## config.mk

```make
export PLATFORM = sky130hd
export DESIGN_NAME = dmem_port_flat
export DESIGN_NICKNAME = d
export VERILOG_FILES = /design/src/rtl/dmem_port_if.sv /design/src/rtl/dmem_port.sv /design/src/flat_wrapper.sv
export SDC_FILE = /design/constraint.sdc
export NUM_CORES = 1
export LEC_CHECK = 0
export CAP_MARGIN = 20
export CORE_AREA = 10 10 127 129
export CTS_CLUSTER_SIZE = 28
export DETAILED_ROUTE_END_ITERATION = 10
export DIE_AREA = 0 0 137 139
export HOLD_SLACK_MARGIN = 0.12
export PLACE_DENSITY = 0.91
export REMOVE_ABC_BUFFERS = 1
export SYNTH_ARGS = -nofsm -noshare
export SYNTH_HDL_FRONTEND = slang
export SYNTH_SLANG_ARGS = --single-unit
```

## constraint.sdc

```tcl
create_clock -name clk -period 2.2 [get_ports clk]
set_input_delay 0.44 -clock clk [delete_from_list [all_inputs] [get_ports clk]]
set_output_delay 0.44 -clock clk [all_outputs]
set_load 0.05 [all_outputs]
```

## src/rtl/dmem_port_if.sv

```systemverilog
// Core-side request/response bundle for the data-memory access stage.
// Handshake: a request is taken on the rising edge where req_valid && req_ready; the
// fields are sampled only at that edge. rsp_valid is a single-cycle completion pulse.
interface dmem_port_if;
  logic        req_valid;
  logic        req_ready;
  logic        req_we;
  logic [1:0]  req_size;
  logic        req_signed;
  logic [31:0] req_addr;
  logic [31:0] req_wdata;
  logic        rsp_valid;
  logic [31:0] rsp_rdata;
  logic        rsp_err;

  modport master (
    output req_valid, req_we, req_size, req_signed, req_addr, req_wdata,
    input  req_ready, rsp_valid, rsp_rdata, rsp_err
  );

  modport slave (
    input  req_valid, req_we, req_size, req_signed, req_addr, req_wdata,
    output req_ready, rsp_valid, rsp_rdata, rsp_err
  );
endinterface

```

## src/rtl/dmem_port.sv

```systemverilog
// Load/store access stage: word-aligned accesses to a 4-lane big-endian memory with
// fixed read latency, read-modify-write for sub-word stores, load extension, misalign flag.
module dmem_port #(
  parameter int unsigned MEM_LATENCY = 1
) (
  input  logic            clk,
  input  logic            rst_b,
  input  logic            halted,
  dmem_port_if.slave      req,
  output logic [31:0]     mem_addr,
  input  logic [0:3][7:0] mem_data_out,
  output logic [0:3][7:0] mem_data_in,
  output logic            mem_write_en,
  output logic [1:0]      state_dbg
);

  typedef enum logic [1:0] {IDLE = 2'd0, RD = 2'd1, WR = 2'd2, DONE = 2'd3} state_t;

  localparam logic [3:0] CNT_INIT = 4'(MEM_LATENCY - 1);

  state_t          state_q, state_d;
  logic [3:0]      cnt_q;
  logic            we_q, signed_q, err_q;
  logic [1:0]      size_q;
  logic [31:0]     addr_q, wdata_q;
  logic [0:3][7:0] word_q;
  logic [0:3][7:0] merged;
  logic [31:0]     load_data;
  logic [7:0]      ld_byte;
  logic [15:0]     ld_half;
  logic            accept, req_err;

  assign accept    = req.req_valid && req.req_ready;
  assign state_dbg = state_q;

  always_comb begin
    req_err = 1'b0;
    case (req.req_size)
      2'd1:    req_err = req.req_addr[0];
      2'd2:    req_err = |req.req_addr[1:0];
      2'd3:    req_err = 1'b1;
      default: req_err = 1'b0;
    endcase
  end

  always_comb begin
    state_d = state_q;
    case (state_q)
      IDLE: if (accept) begin
        if (req_err)                                state_d = DONE;
        else if (req.req_we && req.req_size == 2'd2) state_d = WR;
        else                                        state_d = RD;
      end
      RD:      if (cnt_q == 4'd0) state_d = we_q ? WR : DONE;
      WR:      state_d = DONE;
      DONE:    state_d = IDLE;
      default: state_d = IDLE;
    endcase
  end

  always_ff @(posedge clk or negedge rst_b) begin
    if (!rst_b) begin
      state_q  <= IDLE;
      cnt_q    <= 4'd0;
      we_q     <= 1'b0;
      signed_q <= 1'b0;
      err_q    <= 1'b0;
      size_q   <= 2'd0;
      addr_q   <= 32'd0;
      wdata_q  <= 32'd0;
      word_q   <= '0;
    end else begin
      state_q <= state_d;
      if (accept) begin
        we_q     <= req.req_we;
        signed_q <= req.req_signed;
        err_q    <= req_err;
        size_q   <= req.req_size;
        addr_q   <= req.req_addr;
        wdata_q  <= req.req_wdata;
        cnt_q    <= CNT_INIT;
      end else if (state_q == RD) begin
        // The closing edge of the last RD cycle is where read data is valid.
        if (cnt_q == 4'd0) word_q <= mem_data_out;
        else               cnt_q  <= cnt_q - 4'd1;
      end
    end
  end

  // Lane 0 is the most significant byte; a half occupies lanes {a1,0} (upper) and {a1,1}.
  always_comb begin
    merged = word_q;
    case (size_q)
      2'd0: merged[addr_q[1:0]] = wdata_q[7:0];
      2'd1: begin
        merged[{addr_q[1], 1'b0}] = wdata_q[15:8];
        merged[{addr_q[1], 1'b1}] = wdata_q[7:0];
      end
      default: merged = wdata_q;
    endcase
  end

  always_comb begin
    ld_byte   = word_q[addr_q[1:0]];
    ld_half   = {word_q[{addr_q[1], 1'b0}], word_q[{addr_q[1], 1'b1}]};
    load_data = word_q;
    case (size_q)
      2'd0:    load_data = {{24{signed_q & ld_byte[7]}}, ld_byte};
      2'd1:    load_data = {{16{signed_q & ld_half[15]}}, ld_half};
      default: load_data = word_q;
    endcase
  end

  // Outputs decode from state only, so an asynchronous reset clears them at once.
  always_comb begin
    req.req_ready = (state_q == IDLE) && !halted;
    req.rsp_valid = (state_q == DONE);
    req.rsp_err   = (state_q == DONE) && err_q;
    req.rsp_rdata = ((state_q == DONE) && !we_q && !err_q) ? load_data : 32'd0;
    mem_addr      = (state_q == RD || state_q == WR) ? {addr_q[31:2], 2'b00} : 32'd0;
    mem_write_en  = (state_q == WR);
    mem_data_in   = (state_q == WR) ? merged : '0;
  end

endmodule

```

## src/flat_wrapper.sv

```systemverilog
// flat-port wrapper written by rule: the top's interface ports become plain ports
module dmem_port_flat 
#(
  parameter int unsigned MEM_LATENCY = 1
)
  (clk, rst_b, halted, mem_addr, mem_data_out, mem_data_in, mem_write_en, state_dbg, req_req_valid, req_req_we, req_req_size, req_req_signed, req_req_addr, req_req_wdata, req_req_ready, req_rsp_valid, req_rsp_rdata, req_rsp_err);
  dmem_port_if req_i ();
  input  logic clk;
  input  logic rst_b;
  input  logic halted;
  output logic [31:0] mem_addr;
  input  logic [0:3][7:0] mem_data_out;
  output logic [0:3][7:0] mem_data_in;
  output logic mem_write_en;
  output logic [1:0] state_dbg;
  input wire logic [$bits(req_i.req_valid)-1:0] req_req_valid;
  input wire logic [$bits(req_i.req_we)-1:0] req_req_we;
  input wire logic [$bits(req_i.req_size)-1:0] req_req_size;
  input wire logic [$bits(req_i.req_signed)-1:0] req_req_signed;
  input wire logic [$bits(req_i.req_addr)-1:0] req_req_addr;
  input wire logic [$bits(req_i.req_wdata)-1:0] req_req_wdata;
  output wire logic [$bits(req_i.req_ready)-1:0] req_req_ready;
  output wire logic [$bits(req_i.rsp_valid)-1:0] req_rsp_valid;
  output wire logic [$bits(req_i.rsp_rdata)-1:0] req_rsp_rdata;
  output wire logic [$bits(req_i.rsp_err)-1:0] req_rsp_err;
  assign req_i.req_valid = req_req_valid;
  assign req_i.req_we = req_req_we;
  assign req_i.req_size = req_req_size;
  assign req_i.req_signed = req_req_signed;
  assign req_i.req_addr = req_req_addr;
  assign req_i.req_wdata = req_req_wdata;
  assign req_req_ready = req_i.req_ready;
  assign req_rsp_valid = req_i.rsp_valid;
  assign req_rsp_rdata = req_i.rsp_rdata;
  assign req_rsp_err = req_i.rsp_err;
  dmem_port #(.MEM_LATENCY(MEM_LATENCY)) u_core (.clk(clk), .rst_b(rst_b), .halted(halted), .req(req_i), .mem_addr(mem_addr), .mem_data_out(mem_data_out), .mem_data_in(mem_data_in), .mem_write_en(mem_write_en), .state_dbg(state_dbg));
endmodule
```

==> impl_metrics.json, run 1 <==
{
  "fmax_mhz": 356,
  "antennaDiodeCount": 0,
  "period_needed_ns": 2.81,
  "crit_type": "register to primary output",
  "clk_path_buf_depth": 2,
  "seq_area_frac_synth": 0.429,
  "synth_seq_cells": 107,
  "layout_common_cells": "nand2_1 (227), clkdlybuf4s50_1 (104), dfrtp_1 (104)",
  "path_max_fanout": 7,
  "crit_required_ns": 1.76,
  "hold_viol": 0,
  "layout_setup_ws_ns": -0.609,
  "r2r_slack_ns": 0.12,
  "min_path_type": "primary input to asynchronous set/reset pin",
  "cts.clk_slew.worst_paths_ns": 0.07,
  "async_reset_ff_frac": 1.00,
  "total_power_mw": 21.4,
  "grt_antenna_before_repair": 2,
  "finalClockSkew_ns": 0.0107,
  "wirelength_mm": 28.6,
  "synth-xor-area-share": 0.00421,
  "fp.dieH_um": 139,
  "worstSkewPairLatency_ns": 0.37,
  "grt_first_pass_wirelength_mm": 39.7,
  "ys_top_cells_by_area": "dfrtp_1 (43%), nand2_1 (15%), mux2_2 (14%), and2_1 (3.3%), nor2b_1 (3.0%)",
  "netlist_instances": 699,
  "drtIter0Drc": 950,
  "grt_usage": 0.266,
  "use_met2": 0.428,
  "htree_levels": 3,
  "yosys.area_share.simple": 0.237,
  "start_kind": "register",
  "yosys.area_share.adder": 0.0140,
  "root_buffer": "clkbuf_16",
  "slew_viol_final": 0,
  "final_common_cell": "nand2_1",
  "fin_nets": 1061,
  "drc": 0,
  "synth_top_area_share": 0.429,
  "timing.final.crit_share": 1.28,
  "start_util": 0.456,
  "synthDistinctLibCells": 43,
  "vias": 6921,
  "vdd_ir_drop_max_uv": 1190,
  "synth_edf_count": 0,
  "netlist_area_um2": 6240,
  "grtUsageMet1": 0.291,
  "max_cap_violations": 0,
  "fillerInstances": 702,
  "synth_top_family_by_area": "simple AND/OR/NAND/NOR gates",
  "die_x_um": 137,
  "rows": 43,
  "finalNonFillerCells": 1133,
  "place_hpwl_mm": 17.2,
  "rsz0062_at_grt": "true",
  "drive_gt1_frac": 0.427,
  "synth_area_leader_cell": "dfrtp_1",
  "syn_to_final_growth_pct": 76.5,
  "clkSinkCount": 107,
  "tightest_slew_ns": 0.584,
  "tritoncts": "done",
  "synth_mux_area_frac": 0.162,
  "avgSynthCellArea_um2": 8.92,
  "worst_setup_path_end_kind": "primary output",
  "synth_ff_type": "dfrtp_1",
  "cellPowerDensity_nw_per_um2": 1940,
  "ant_nets": 0,
  "pre_cts_slack_ns": -0.265,
  "grtUsageMet3": 0.111,
  "wl_per_cell_um": 25.3,
  "worstPathArrival_ns": 2.37,
  "violations": "setup timing",
  "grt_overflow": 0,
  "setup_viol": 64,
  "place.gp.congestion": 0.865,
  "slew_headroom": 0.610,
  "core_um2": 13700,
  "drt_pass1_iterations": 8,
  "grt_pass1_vias": 6950,
  "fp.dieArea_um2": 19000,
  "cts_buffers": 9,
  "io_buffers": 203,
  "dp_cells": 1095,
  "synth_warnings": 0,
  "outcome": "complete, but fails checks",
  "via_per_inst": 6.11,
  "leakage_nw": 4.89,
  "grt_max_degree": 108,
  "synth_compound_gate_area_share": 0.112,
  "grt_busiest_layer": "met2",
  "ios": 206
}
worst max-delay path, cell delays in order (launching register included):
cell and delay (ns):
dfrtp_2 0.41, buf_6 0.15, buf_4 0.17, mux2_2 0.38, a222oi_1 0.54, nor2b_1 0.17, buf_12 0.19
state kept, by name (all words and copies together) (netlist names):
signal and count:
u_core.wdata_q 32, u_core.size_q 2, u_core.err_q 1, u_core.word_q 32, u_core.addr_q 32, u_core.state_dbg 2
u_core.cnt_q 4, u_core.signed_q 1, u_core.we_q 1
stage by stage:
step	setup TNS, ns	hold WS, ns	cell area, um2	util
2_1_floorplan	-159.18	0.144	6020	-
3_3_place_gp	-2.34	0.449	9620	0.704
3_5_place_dp	-4.81	0.454	9620	0.704
4_1_cts	-17.00	0.184	10400	0.763
5_1_grt	-25.50	0.203	11000	0.806
6_report	-21.94	0.164	11000	0.806
synthesized netlist by cell type (2+ instances only):
| cell type | n |
|---|---|
| xor2_1 | 2 |
| o21ai_0 | 19 |
| nor3_1 | 2 |
| mux2_2 | 78 |
| clkbuf_1 | 30 |
| nor2_1 | 14 |
| dfrtp_1 | 107 |
| buf_4 | 3 |
| nor2b_1 | 30 |
| a21boi_0 | 8 |
| nand3_1 | 2 |
| inv_1 | 7 |
| buf_2 | 12 |
| a211oi_1 | 9 |
| a22oi_1 | 8 |
| o22ai_1 | 7 |
| nand2_1 | 250 |
| buf_6 | 2 |
| mux2i_1 | 11 |
| a22o_1 | 8 |
| nor2_2 | 2 |
| mux2_1 | 2 |
| a222oi_1 | 16 |
| a21oi_1 | 12 |
| and2_1 | 33 |
| buf_1 | 2 |
| ha_1 | 7 |
kinds of logic (layout without fill, tap and decap cells):
kind of cell             count (synthesis)  after routing
AO/OA/AOI/OAI                           93             93
XOR/XNOR                                 3              3
adder cells (fa/ha/maj)                  7              7
buffers and inverters                   57            310
flip-flops                             107            107
multiplexers                            91             91
other                                    1              2
AND/OR/NAND/NOR                        340            340
per-layer routing:
layer	share of wire	up-vias	routed length, um
li1	-	2855	-
met5	0.00094	-	27
met3	0.13	185	3790
met2	0.47	602	13600
met4	0.064	4	1830
met1	0.33	3275	9390
report_power, final:
part           internal, mW  switching (mW)  total [mW]
clock                 0.817           0.727        1.54
combinational          7.46            8.25        15.7
sequential             2.95            1.18        4.12
area by class of cell:
| class | count | area [um2] | share of cell area |
|---|---|---|---|
| Inverter | 8 | 32.5 | 0.00295 |
| Clock buffer | 12 | 256 | 0.0233 |
| Tap cell | 180 | 225 | 0.0205 |
| Clock inverter | 2 | 12.5 | 0.00114 |
| Timing Repair Buffer | 288 | 3810 | 0.346 |
| Sequential cell | 107 | 2680 | 0.244 |
| Multi-Input combinational cell | 536 | 3990 | 0.362 |
repair_timing:
action	4_1_cts	5_1_grt
resized for setup	107	139
gates cloned	2	0
hold buffers	0	0
pin swaps	15	36
setup endpoints to repair	94	94
buffers inserted	14	10
path summary, 6_finish.rpt:
check	start	endpoint	cells past startpoint
max in group asynchronous	rst_b	u_core.word_q[18]	2
min reg2reg	u_core.addr_q[19]	u_core.addr_q[19]	2
min in group clk	u_core.addr_q[19]	u_core.addr_q[19]	2
max	u_core.addr_q[1]	mem_data_in[29]	6
min	rst_b	u_core.wdata_q[21]	2
max reg2reg	u_core.cnt_q[0]	u_core.state_dbg[0]	6
Note: power is estimated with default switching activity, not from simulation.
==> run 2, diff against run 1 <==
--- a/config.mk
+++ b/config.mk
@@ -7,11 +7,12 @@
 export LEC_CHECK = 0
 export CAP_MARGIN = 20
-export CORE_AREA = 10 10 127 129
+export CORE_AREA = 2 2 119 121
 export CTS_CLUSTER_SIZE = 28
 export DETAILED_ROUTE_END_ITERATION = 10
-export DIE_AREA = 0 0 137 139
+export DIE_AREA = 0 0 121 123
 export HOLD_SLACK_MARGIN = 0.12
 export PLACE_DENSITY = 0.91
 export REMOVE_ABC_BUFFERS = 1
+export SLEW_MARGIN = 0
 export SYNTH_ARGS = -nofsm -noshare
 export SYNTH_HDL_FRONTEND = slang
==> constraint.sdc (replaced) <==
create_clock -name clk -period 2.2 [get_ports clk]
set_input_delay 0.44 -clock clk [delete_from_list [all_inputs] [get_ports clk]]
set_output_delay 0.44 -clock clk [all_outputs]
set_load 0.005 [all_outputs]
==> run 2 against run 1 <==
Die area shrank 22%. Clock skew down 0.0031 ns. Maximum frequency increased by 2.8%. Final area down 4.0%. Via count is 1.3% higher. Clock power grew 5%. Global-route usage increased by 6.9 points. First-iteration DRC count is 29% lower. Largest cell class unchanged. The run still ends with setup timing left. Setup slack better by 0.076 ns. Critical endpoint is now mem_data_in[19]. Critical path type unchanged.
==> impl_metrics.json, run 2 (synthesis results as in run 1) <==
{
  "wirelength_mm": 27.2,
  "drive_gt1_frac": 0.443,
  "rows": 43,
  "largestRegisters": "u_core.addr_q: 32 flops, u_core.wdata_q: 32 flops, u_core.word_q: 32 flops",
  "worst_setup_path_end_kind": "primary output",
  "finalNonFillerCells": 1197,
  "ant_nets": 0,
  "r2r_slack_ns": 0.12,
  "worst_r2r_path_depth": 6,
  "path_cells": "buf_6 -> nor2b_4 -> buf_6 -> buf_12 -> mux2_2 -> a222oi_1 -> nor2b_1 -> buf_2",
  "fmax_mhz": 366,
  "crit_type": "register to primary output",
  "p_int_mw": 10.6,
  "tritoncts": "done",
  "start_kind": "register",
  "violations": "setup timing",
  "total_power_mw": 17.9,
  "grt_antenna_before_repair": 0,
  "max_cap_violations": 0,
  "pwr-share-comb": 0.678,
  "fin_nets": 1123,
  "final_common_cell": "nand2_1",
  "vias": 7012,
  "worstSkewPairLatency_ns": 0.36,
  "finalClockSkew_ns": 0.00758,
  "core_um2": 13600,
  "dp_cells": 1104,
  "min_path_type": "register to register",
  "cp_slowest_cell": "dfrtp_1",
  "antennaDiodeCount": 0,
  "fp.dieH_um": 123,
  "outcome": "complete, but fails checks",
  "worstPathArrival_ns": 2.29,
  "cp.depth": 8,
  "grt_pass1_vias": 6908,
  "vdd_ir_drop_max_uv": 893,
  "finalSetupTns_ns": -24.03,
  "place.gp.congestion": 0.935,
  "pwr-share-clk": 0.091,
  "worst_path_most_repeated_cell": "buf_6",
  "slew_headroom": 0.641,
  "crit_family": "buffers and inverters",
  "root_buffer": "clkbuf_16",
  "crit_required_ns": 1.76,
  "slew_viol_final": 0,
  "seqPwrFrac": 0.231,
  "tightest_slew_ns": 0.539,
  "cpPeakStageDelay_ns": 0.45,
  "leakage_nw": 5.04,
  "p_sw_frac": 0.409,
  "grt_first_pass_wirelength_mm": 37.9,
  "drt_pass1_iterations": 6,
  "place_hpwl_mm": 15.4,
  "htree_levels": 3,
  "syn_to_final_growth_pct": 69.4,
  "setup_viol": 86,
  "final_core_util": 0.776,
  "timing.final.crit_share": 1.24,
  "fillerInstances": 881,
  "reg2reg_to": "u_core.state_dbg[0]",
  "whs_path_depth": 2,
  "fp.dieArea_um2": 14900,
  "path_max_fanout": 4,
  "design_area_um2": 10600,
  "layout_setup_ws_ns": -0.533,
  "cellPowerDensity_nw_per_um2": 1690,
  "cts_buffers": 9,
  "layout_common_cells": "nand2_1 (231), clkdlybuf4s50_1 (105), dfrtp_1 (105)",
  "drtIter0Drc": 672,
  "die_x_um": 121,
  "clk_path_buf_depth": 2,
  "cp_num_buf_inv": 4,
  "wl_per_cell_um": 22.7,
  "grt_max_degree": 76,
  "hp-start": "u_core.addr_q[11]",
  "worstReg2RegStart": "u_core.cnt_q[0]",
  "hold_end": "u_core.addr_q[11]",
  "hold_viol": 0,
  "drc": 0,
  "ios": 206,
  "io_buffers": 203,
  "whs_ns": 0.482,
  "grt_usage": 0.335,
  "power_switching_mw": 7.29,
  "clkSinkCount": 107,
  "pre_cts_slack_ns": -0.775,
  "grt_overflow": 0,
  "via_per_inst": 5.86,
  "placed_cell_area_um2": 8960,
  "cts.clk_slew.worst_paths_ns": 0.07,
  "start_util": 0.458,
  "period_needed_ns": 2.73,
  "rsz0062_at_grt": "true"
}
## run 2: changes by cell type in the layout (fill, tap and decap cells not counted), sizes merged, moves of 2 or more
cell,change
buf,+47
clkbuf,+8
clkinvlp,+3
dlygate4sd2,+3
clkinv,-2
## run 2: worst max-delay path by stage
stage | start | to | slack, ns
after floorplan | u_core.state_dbg[0] | u_core.state_dbg[0] | -0.51
after global placement | u_core.addr_q[1] | req_rsp_rdata[15] | -0.58
after detailed placement | u_core.addr_q[1] | req_rsp_rdata[15] | -0.77
after CTS | u_core.size_q[0] | req_rsp_rdata[30] | -0.41
after global routing | u_core.addr_q[0] | mem_data_in[19] | -0.59
final | u_core.addr_q[0] | mem_data_in[19] | -0.53
## run 2: layer usage
| metal | global-route usage | vias to the layer above | routed length [um] |
|---|---|---|---|
| li1 | - | 2980 | - |
| met1 | 0.363 | 3391 | 9480 |
| met2 | 0.588 | 488 | 13300 |
| met3 | 0.111 | 153 | 2700 |
| met4 | 0.169 | 0 | 1760 |
| met5 | 0 | - | 0 |
## run 2: repair_timing
action                                 4_1_cts  5_1_grt
pin swaps                                   30       34
gates cloned                                 4        3
endpoints found under the hold margin       29        0
hold buffers                                 1        0
gates resized for setup                    434      213
setup buffers                               50       36
setup endpoints to repair                   96       96
## run 2: cell type report
type,instances,area [um2],area share
clock inverter,4,33.8,0.00320
timing repair buffer,350,3410,0.322
tap,180,225,0.0213
clock buffer,12,256,0.0243
sequential,107,2680,0.254
inverter,8,41.3,0.00391
multi-input combinational,536,3920,0.371
## run 2: tightest hold or removal path, delay by kind of cell, from the launching register on
family	cells	cell delay [ns]
flip-flops	1	0.35
AND/OR/NAND/NOR	2	0.10
## run 2: power by group through the flow
stage	combinational (mW)	clock [mW]	sequential (mW)
final	12.1	1.62	4.12
after global placement	8.14	0	3.82
after CTS	9.79	1.63	3.90
after global routing	12.7	1.71	4.19
after detailed placement	8.37	0	3.89
after floorplan	3.99	0	3.72
